File: src/rtl/clock_monitor_pkg.sv
// clock_monitor_pkg
//   Shared types and parameter defaults for the clock monitor.
//   - state_e   : measurement FSM states
//   - DEF_*     : default values for the clock_monitor parameters
//   - abs_diff  : unsigned absolute difference used by the lock comparator
package clock_monitor_pkg;

    typedef enum logic [1:0] {
        ST_IDLE  = 2'd0,
        ST_HIGH  = 2'd1,
        ST_LOW   = 2'd2,
        ST_STALL = 2'd3
    } state_e;

    localparam int DEF_COUNTER_WIDTH  = 16;
    localparam int DEF_SYNC_STAGES    = 2;
    localparam int DEF_TIMEOUT_CYCLES = 1000;
    localparam int DEF_LOCK_COUNT     = 4;
    localparam int DEF_LOCK_TOLERANCE = 1;

    function automatic logic [31:0] abs_diff(input logic [31:0] a, input logic [31:0] b);
        return (a >= b) ? (a - b) : (b - a);
    endfunction

endpackage

File: src/rtl/clock_monitor_sync_edge_detect.sv
// sync_edge_detect
//   Brings an asynchronous single-bit input into the iClk domain through a
//   flop chain and derives one-cycle rise/fall strobes from the settled bit.
//   Ports:
//     iClk   : sampling clock
//     nRst   : asynchronous active-low reset
//     iD     : asynchronous input
//     oRise  : one-cycle strobe, synchronized level went 0 -> 1
//     oFall  : one-cycle strobe, synchronized level went 1 -> 0
//     oLevel : synchronized level (last flop of the chain)
module sync_edge_detect #(
    parameter int SyncStages = 2
) (
    input  logic iClk,
    input  logic nRst,
    input  logic iD,
    output logic oRise,
    output logic oFall,
    output logic oLevel
);

    logic [SyncStages-1:0] sync_q;
    logic [SyncStages-1:0] sync_d;
    logic                  prev_q;
    logic                  prev_d;

    always_comb begin
        sync_d = {sync_q[SyncStages-2:0], iD};
        prev_d = sync_q[SyncStages-1];
    end

    always_ff @(posedge iClk or negedge nRst) begin
        if (!nRst) begin
            sync_q <= '0;
            prev_q <= 1'b0;
        end else begin
            sync_q <= sync_d;
            prev_q <= prev_d;
        end
    end

    assign oLevel = sync_q[SyncStages-1];
    assign oRise  = oLevel & ~prev_q;
    assign oFall  = ~oLevel & prev_q;

endmodule

File: src/rtl/clock_monitor.sv
// clock_monitor
//   Measures an asynchronous monitored clock in iClk cycles: period and high
//   time of each completed cycle, lock once the period is stable, and a stall
//   flag when edges stop arriving.
//   Ports:
//     iClk      : system clock
//     nRst      : asynchronous active-low reset
//     iMonClk   : monitored clock, asynchronous to iClk
//     iClear    : synchronous clear of all measurement state
//     oPeriod   : last completed period (iClk cycles)
//     oHighTime : high time of that period (iClk cycles)
//     oValid    : one-cycle pulse when oPeriod/oHighTime update
//     oLocked   : period stable for LockCount consecutive comparisons
//     oStall    : no edge within TimeoutCycles
//
//   state    | meaning
//   ---------+------------------------------------------------------------
//   ST_IDLE  | after reset/clear, waiting for the first rise (no report)
//   ST_HIGH  | monitored clock high, waiting for fall
//   ST_LOW   | monitored clock low, next rise completes a period
//   ST_STALL | timeout expired; next rise restarts without a report
module clock_monitor
    import clock_monitor_pkg::*;
#(
    parameter int CounterWidth  = DEF_COUNTER_WIDTH,
    parameter int SyncStages    = DEF_SYNC_STAGES,
    parameter int TimeoutCycles = DEF_TIMEOUT_CYCLES,
    parameter int LockCount     = DEF_LOCK_COUNT,
    parameter int LockTolerance = DEF_LOCK_TOLERANCE
) (
    input  logic                    iClk,
    input  logic                    nRst,
    input  logic                    iMonClk,
    input  logic                    iClear,
    output logic [CounterWidth-1:0] oPeriod,
    output logic [CounterWidth-1:0] oHighTime,
    output logic                    oValid,
    output logic                    oLocked,
    output logic                    oStall
);

    localparam logic [CounterWidth-1:0] TIMEOUT = CounterWidth'(TimeoutCycles);
    localparam logic [CounterWidth-1:0] CNT_ONE = CounterWidth'(1);
    localparam int                      LockW   = $clog2(LockCount + 1);
    localparam logic [LockW-1:0]        LOCK_FULL = LockW'(LockCount);
    localparam logic [LockW-1:0]        LOCK_ONE  = LockW'(1);

    logic mon_rise;
    logic mon_fall;
    logic mon_level;

    sync_edge_detect #(
        .SyncStages (SyncStages)
    ) u_sync (
        .iClk   (iClk),
        .nRst   (nRst),
        .iD     (iMonClk),
        .oRise  (mon_rise),
        .oFall  (mon_fall),
        .oLevel (mon_level)
    );

    state_e                  state_q, state_d;
    logic [CounterWidth-1:0] cnt_q, cnt_d;
    logic [CounterWidth-1:0] hcnt_q, hcnt_d;
    logic [CounterWidth-1:0] period_q, period_d;
    logic [CounterWidth-1:0] high_q, high_d;
    logic                    valid_q, valid_d;
    logic                    locked_q, locked_d;
    logic                    stall_q, stall_d;
    logic [LockW-1:0]        lock_cnt_q, lock_cnt_d;
    logic                    have_prev_q, have_prev_d;

    logic timeout;
    logic complete;
    logic in_tol;

    // >= rather than ==: a fall taken on the exact timeout cycle moves to
    // ST_LOW with cnt already past the limit, and that must still time out.
    assign timeout  = (cnt_q >= TIMEOUT);
    assign complete = (state_q == ST_LOW) && mon_rise;
    assign in_tol   = abs_diff(32'(cnt_q), 32'(period_q)) <= 32'(LockTolerance);

    always_ff @(posedge iClk or negedge nRst) begin
        if (!nRst) begin
            state_q     <= ST_IDLE;
            cnt_q       <= '0;
            hcnt_q      <= '0;
            period_q    <= '0;
            high_q      <= '0;
            valid_q     <= 1'b0;
            locked_q    <= 1'b0;
            stall_q     <= 1'b0;
            lock_cnt_q  <= '0;
            have_prev_q <= 1'b0;
        end else begin
            state_q     <= state_d;
            cnt_q       <= cnt_d;
            hcnt_q      <= hcnt_d;
            period_q    <= period_d;
            high_q      <= high_d;
            valid_q     <= valid_d;
            locked_q    <= locked_d;
            stall_q     <= stall_d;
            lock_cnt_q  <= lock_cnt_d;
            have_prev_q <= have_prev_d;
        end
    end

    // Edge strobes win over the timeout: a period of exactly TimeoutCycles
    // is still reported rather than declared a stall.
    always_comb begin
        state_d = state_q;
        if (iClear) begin
            state_d = ST_IDLE;
        end else begin
            case (state_q)
                ST_IDLE: begin
                    if (mon_rise) state_d = ST_HIGH;
                end
                ST_HIGH: begin
                    if (mon_fall)      state_d = ST_LOW;
                    else if (mon_rise) state_d = ST_HIGH;
                    else if (timeout)  state_d = ST_STALL;
                end
                ST_LOW: begin
                    if (mon_rise)     state_d = ST_HIGH;
                    else if (timeout) state_d = ST_STALL;
                end
                ST_STALL: begin
                    if (mon_rise) state_d = ST_HIGH;
                end
                default: state_d = ST_IDLE;
            endcase
        end
    end

    always_comb begin
        cnt_d       = cnt_q;
        hcnt_d      = hcnt_q;
        period_d    = period_q;
        high_d      = high_q;
        valid_d     = 1'b0;
        locked_d    = locked_q;
        stall_d     = (state_d == ST_STALL);
        lock_cnt_d  = lock_cnt_q;
        have_prev_d = have_prev_q;

        if (iClear) begin
            cnt_d       = '0;
            hcnt_d      = '0;
            period_d    = '0;
            high_d      = '0;
            locked_d    = 1'b0;
            stall_d     = 1'b0;
            lock_cnt_d  = '0;
            have_prev_d = 1'b0;
        end else begin
            // cnt stays at 0 in ST_IDLE and saturates instead of wrapping.
            if (mon_rise) begin
                cnt_d = CNT_ONE;
            end else if ((state_q != ST_IDLE) && (cnt_q != '1)) begin
                cnt_d = cnt_q + CNT_ONE;
            end

            if ((state_q == ST_HIGH) && mon_fall) begin
                hcnt_d = cnt_q;
            end

            if (complete) begin
                period_d    = cnt_q;
                high_d      = hcnt_q;
                valid_d     = 1'b1;
                have_prev_d = 1'b1;
                // The first period after IDLE/STALL has nothing to compare with.
                if (have_prev_q) begin
                    if (in_tol) begin
                        if (lock_cnt_q != LOCK_FULL) lock_cnt_d = lock_cnt_q + LOCK_ONE;
                    end else begin
                        lock_cnt_d = '0;
                    end
                end
                locked_d = (lock_cnt_d == LOCK_FULL);
            end

            if (state_d == ST_STALL) begin
                locked_d    = 1'b0;
                lock_cnt_d  = '0;
                have_prev_d = 1'b0;
            end
        end
    end

    assign oPeriod   = period_q;
    assign oHighTime = high_q;
    assign oValid    = valid_q;
    assign oLocked   = locked_q;
    assign oStall    = stall_q;

    // The phase states must agree with the synchronized level: leaving HIGH
    // requires a fall, leaving LOW requires a rise, so the level can only
    // disagree in the cycle that carries the corresponding strobe.
    high_phase_level: assert property (@(posedge iClk) disable iff (!nRst)
        (state_q == ST_HIGH) |-> (mon_level || mon_fall));
    low_phase_level: assert property (@(posedge iClk) disable iff (!nRst)
        (state_q == ST_LOW) |-> (!mon_level || mon_rise));

endmodule

File: config.mk
export PLATFORM = sky130hd
export DESIGN_NAME = clock_monitor
export DESIGN_NICKNAME = d
export VERILOG_FILES = /design/src/rtl/clock_monitor_pkg.sv /design/src/rtl/clock_monitor_sync_edge_detect.sv /design/src/rtl/clock_monitor.sv
export SDC_FILE = /design/constraint.sdc
export NUM_CORES = 1
export LEC_CHECK = 0
export CAP_MARGIN = 20
export CORE_UTILIZATION = 60
export CTS_BUF_LIST = sky130_fd_sc_hd__clkbuf_4
export DETAILED_ROUTE_END_ITERATION = 10
export PLACE_DENSITY = 0.93
export SYNTH_ARGS = -nofsm -noshare
export SYNTH_HDL_FRONTEND = slang
export SYNTH_SLANG_ARGS = --single-unit
File: constraint.sdc
create_clock -name iClk -period 6.1 [get_ports iClk]
set_input_delay 1.22 -clock iClk [delete_from_list [all_inputs] [get_ports iClk]]
set_output_delay 1.22 -clock iClk [all_outputs]
set_load 0.02 [all_outputs]
==> results.py <==
metrics = {
    "timing": {
        "grt_setup_unrepaired": "false",
        "setup_violations": 0,
        "finalMaxSlewViolations": 0,
        "fin_worst_skew_ns": 0.01119,
        "finalCritPeriodShare_pct": 63.51,
        "fin_tns_setup_ns": 0,
        "final_hold_viol_count": 0,
        "fmax_mhz": 258.1,
        "relSlewSlack_pct": 38.76,
        "worst_pin_slew_ns": 0.9187,
        "min_period_ns": 3.874,
        "holdWs_ns": 0.3715,
    },
    "cts": {
        "cts_tree": "done",
        "htree_levels": 3,
        "clockBufferDepth": 2,
        "clockRootBuffer": "clkbuf_4",
        "hold_buffers": 0,
        "cts_buffers": 9,
        "clkLatencyLatePin_ns": 0.43,
        "clk_transition_reported_paths_ns": 0.13,
        "postCtsSetupRepairBufs": 0,
        "clock-sinks": 76,
        "cts_resized": 0,
    },
    "drt": {
        "routed_wl_um": 12390,
        "drc": 0,
        "wl_per_cell_um": 18.77,
        "drt-initial-drc-count": 215,
        "drtPass1Iterations": 5,
        "detail-route-antenna-nets": 0,
        "routed_via_density": 6.424,
        "vias": 4240,
    },
    "yosys": {
        "synth_xor_area_share_pct": 4.274,
        "synth_most_common_cell": "dfrtp_1",
        "synth_edf_count": 0,
        "synth-compound-area-share_pct": 26.84,
        "synth_mux_area_share_pct": 0.2035,
        "netlist_area_um2": 4918,
        "yosysSeqAreaShare_pct": 38.67,
        "ys_types": 61,
        "synthSimpleGateAreaFrac_pct": 13.15,
        "synth_commonest_cells": "dfrtp_1 (76), a22o_1 (48), inv_1 (47)",
        "synthesis.nets": 573,
        "synth-adder-area-share_pct": 10.99,
        "yosysWarnings": 0,
        "synthFlopType": "dfrtp_1",
        "synth_top_family_by_area": "compound AO/OA/AOI/OAI gates",
        "synth_area_per_cell_um2": 9.333,
        "yosysTopAreaCellShare_pct": 38.67,
        "synth_top_area_cell": "dfrtp_1",
        "synth_area_leaders": "dfrtp_1 (39%), ha_1 (10%), a22o_1 (8.5%), a21oi_1 (4.0%), inv_1 (3.6%)",
        "netlist_instances": 527,
        "ys_seq_elements": 76,
        "ys_async_sr_fraction_pct": 100.0,
    },
    "die": {
        "num_rows": 32,
        "pin_count": 39,
        "die_h_um": 92.54,
        "core_um2": 7848,
        "start_util_pct": 62.68,
        "die_area_um2": 8564,
        "die_x_um": 92.54,
    },
    "setup_path": {
        "critical_path.max_fanout": 8,
        "critPathLaunchType": "flip-flop",
        "r2r_slack_ns": 2.23,
        "path_buf_inv": 1,
        "crit_family": "compound AO/OA/AOI/OAI gates",
        "crit_type": "flip-flop to flip-flop",
        "cp_slowest_cell": "dfrtp_1",
        "slowest_delay_ns": 0.53,
        "cp_data_required_time_ns": 6.46,
        "cp-end-kind": "flip-flop",
        "worstPathArrival_ns": 4.23,
        "crit_path_cell_trace": "inv_1 > fa_1 > a21o_1 > a221oi_4 > o21ai_0 > a21oi_1 > o2111ai_1 > or4_1 > a221oi_2 > o211ai_2 > a21boi_2 > nand2_2 > o31ai_2",
    },
    "finish": {
        "area_delta_synth_final_pct": 12.01,
        "layout.nets": 600,
        "stdcell_count": 660,
        "layout-drive-gt1-share_pct": 6.452,
        "antenna_cells": 0,
        "fillers": 614,
    },
    "place": {
        "dpl.hpwl_um": 9069,
        "dpl.cell_count": 644,
        "port_buffers": 38,
        "finalWeightedCongestion": 0.9241,
    },
    "power_and_ir_drop": {
        "power.share.switching_pct": 26.32,
        "clock_power_share_pct": 36.0,
        "cellLeakagePower_nw": 2.437,
        "power_frac_comb_pct": 10.9,
        "peakVddDrop_mv": 0.1917,
        "seq_power_share_pct": 53.1,
        "p_per_area_nw_per_um2": 174.7,
        "intPower_uw": 709.2,
        "p_sw_uw": 253.3,
    },
    "job": {
        "drv_cap": 0,
    },
    "grt": {
        "antenna_found_initial": 0,
        "grt_util_all_layers_pct": 31.07,
        "grt_pass1_wl_um": 20750,
        "grt_pass1_vias": 4149,
        "grt_overflow": 0,
        "grt_max_degree": 77,
    },
    "hold_path": {
        "hold_path_class": "flip-flop to flip-flop",
    },
    "outcome": {
        "outcome": "complete, no violations",
    },
}
==> placed cells by master (no fill, tap or decap), types with 8 or more instances in the layout <==
master / Yosys / layout
o21a_1: 8 / 8
a21o_1: 13 / 13
clkdlybuf4s50_1: 0 / 37
xnor2_1: 20 / 20
a22o_1: 48 / 48
nor3_1: 13 / 13
nand3_1: 18 / 18
dfrtp_1: 76 / 76
clkbuf_4: 0 / 9
a21oi_1: 39 / 38
nand2_1: 23 / 23
inv_1: 47 / 47
o21ai_0: 19 / 19
ha_1: 40 / 40
nor2_1: 39 / 38
==> final cells by class <==
cell class / instances / area [um2] / share of cell area, %
clock buffers: 9 / 67.56 / 1.226
clock inverters: 6 / 90.09 / 1.635
inverters: 47 / 176.4 / 3.202
multi-input cells: 378 / 2734 / 49.63
flip-flops and latches: 76 / 1902 / 34.52
well taps: 102 / 127.6 / 2.317
repair buffers: 42 / 411.6 / 7.472
==> routing by layer <==
layer / vias to the layer above / track usage, % / wire, um / part of all wire (%)
met5: - / 0 / 0 / 0
met4: 0 / 10.16 / 289 / 2.3
met3: 34 / 7.635 / 822 / 6.6
met2: 188 / 51.05 / 5957 / 48
met1: 2059 / 40.26 / 5315 / 43
li1: 1959 / - / - / -
==> logic make-up (layout without fill, tap and decap cells) <==
kind of cell / count (synthesis) / in the layout
compound gates: 178 / 178
simple gates: 133 / 133
flops: 76 / 76
buf+inv: 73 / 104
xor+xnor: 24 / 24
mux: 1 / 1
fa+ha+maj: 42 / 42
==> stage by stage <==
stage               util [%]  worst slack (ns)  power [mW]  cell area, um2
global route           70.20             1.964      0.9949            5509
global placement       67.95             2.505      0.6194            5333
CTS                    70.06             2.282      0.9597            5498
finish                 70.20             2.226      0.9625            5509
floorplan                  -             2.670      0.5887            4918
detailed placement     68.05             2.338      0.6222            5340
==> sequential cells by signal, indices dropped and copies added, names as in the netlist <==
register       cells
u_sync.sync_q      2
hcnt_q            16
u_sync.prev_q      1
cnt_q             16
oStall             1
state_q            2
oValid             1
lock_cnt_q         3
oLocked            1
oHighTime         16
oPeriod           16
have_prev_q        1
==> worst reg2reg max path, delay by kind of cell (launching register included) <==
kind	cells	cell delay, ns
simple gates	2	0.56
compound gates	9	2.05
flops	1	0.53
fa+ha+maj	1	0.48
buf+inv	1	0.18
==> power by group through the flow <==
stage | logic [mW] | registers (mW) | clock network, mW
final | 0.105 | 0.511 | 0.346
after global routing | 0.117 | 0.512 | 0.366
after CTS | 0.103 | 0.511 | 0.345
after detailed placement | 0.102 | 0.520 | 0
after global placement | 0.0995 | 0.520 | 0
after floorplan | 0.0690 | 0.520 | 0
==> final timing paths <==
path	start	to	cells after the start
setup / recovery	cnt_q[1]$_DFFE_PN0P_	oLocked$_DFFE_PN0P_	13
hold / removal	u_sync.sync_q[0]$_DFF_PN0_	u_sync.sync_q[1]$_DFF_PN0_	0
setup reg to reg	cnt_q[1]$_DFFE_PN0P_	oLocked$_DFFE_PN0P_	13
hold reg to reg	u_sync.sync_q[0]$_DFF_PN0_	u_sync.sync_q[1]$_DFF_PN0_	0
max in group asynchronous	nRst	oPeriod[7]$_DFFE_PN0P_	1
min in group asynchronous	nRst	oPeriod[13]$_DFFE_PN0P_	1
(Power assumes the default switching activity.)
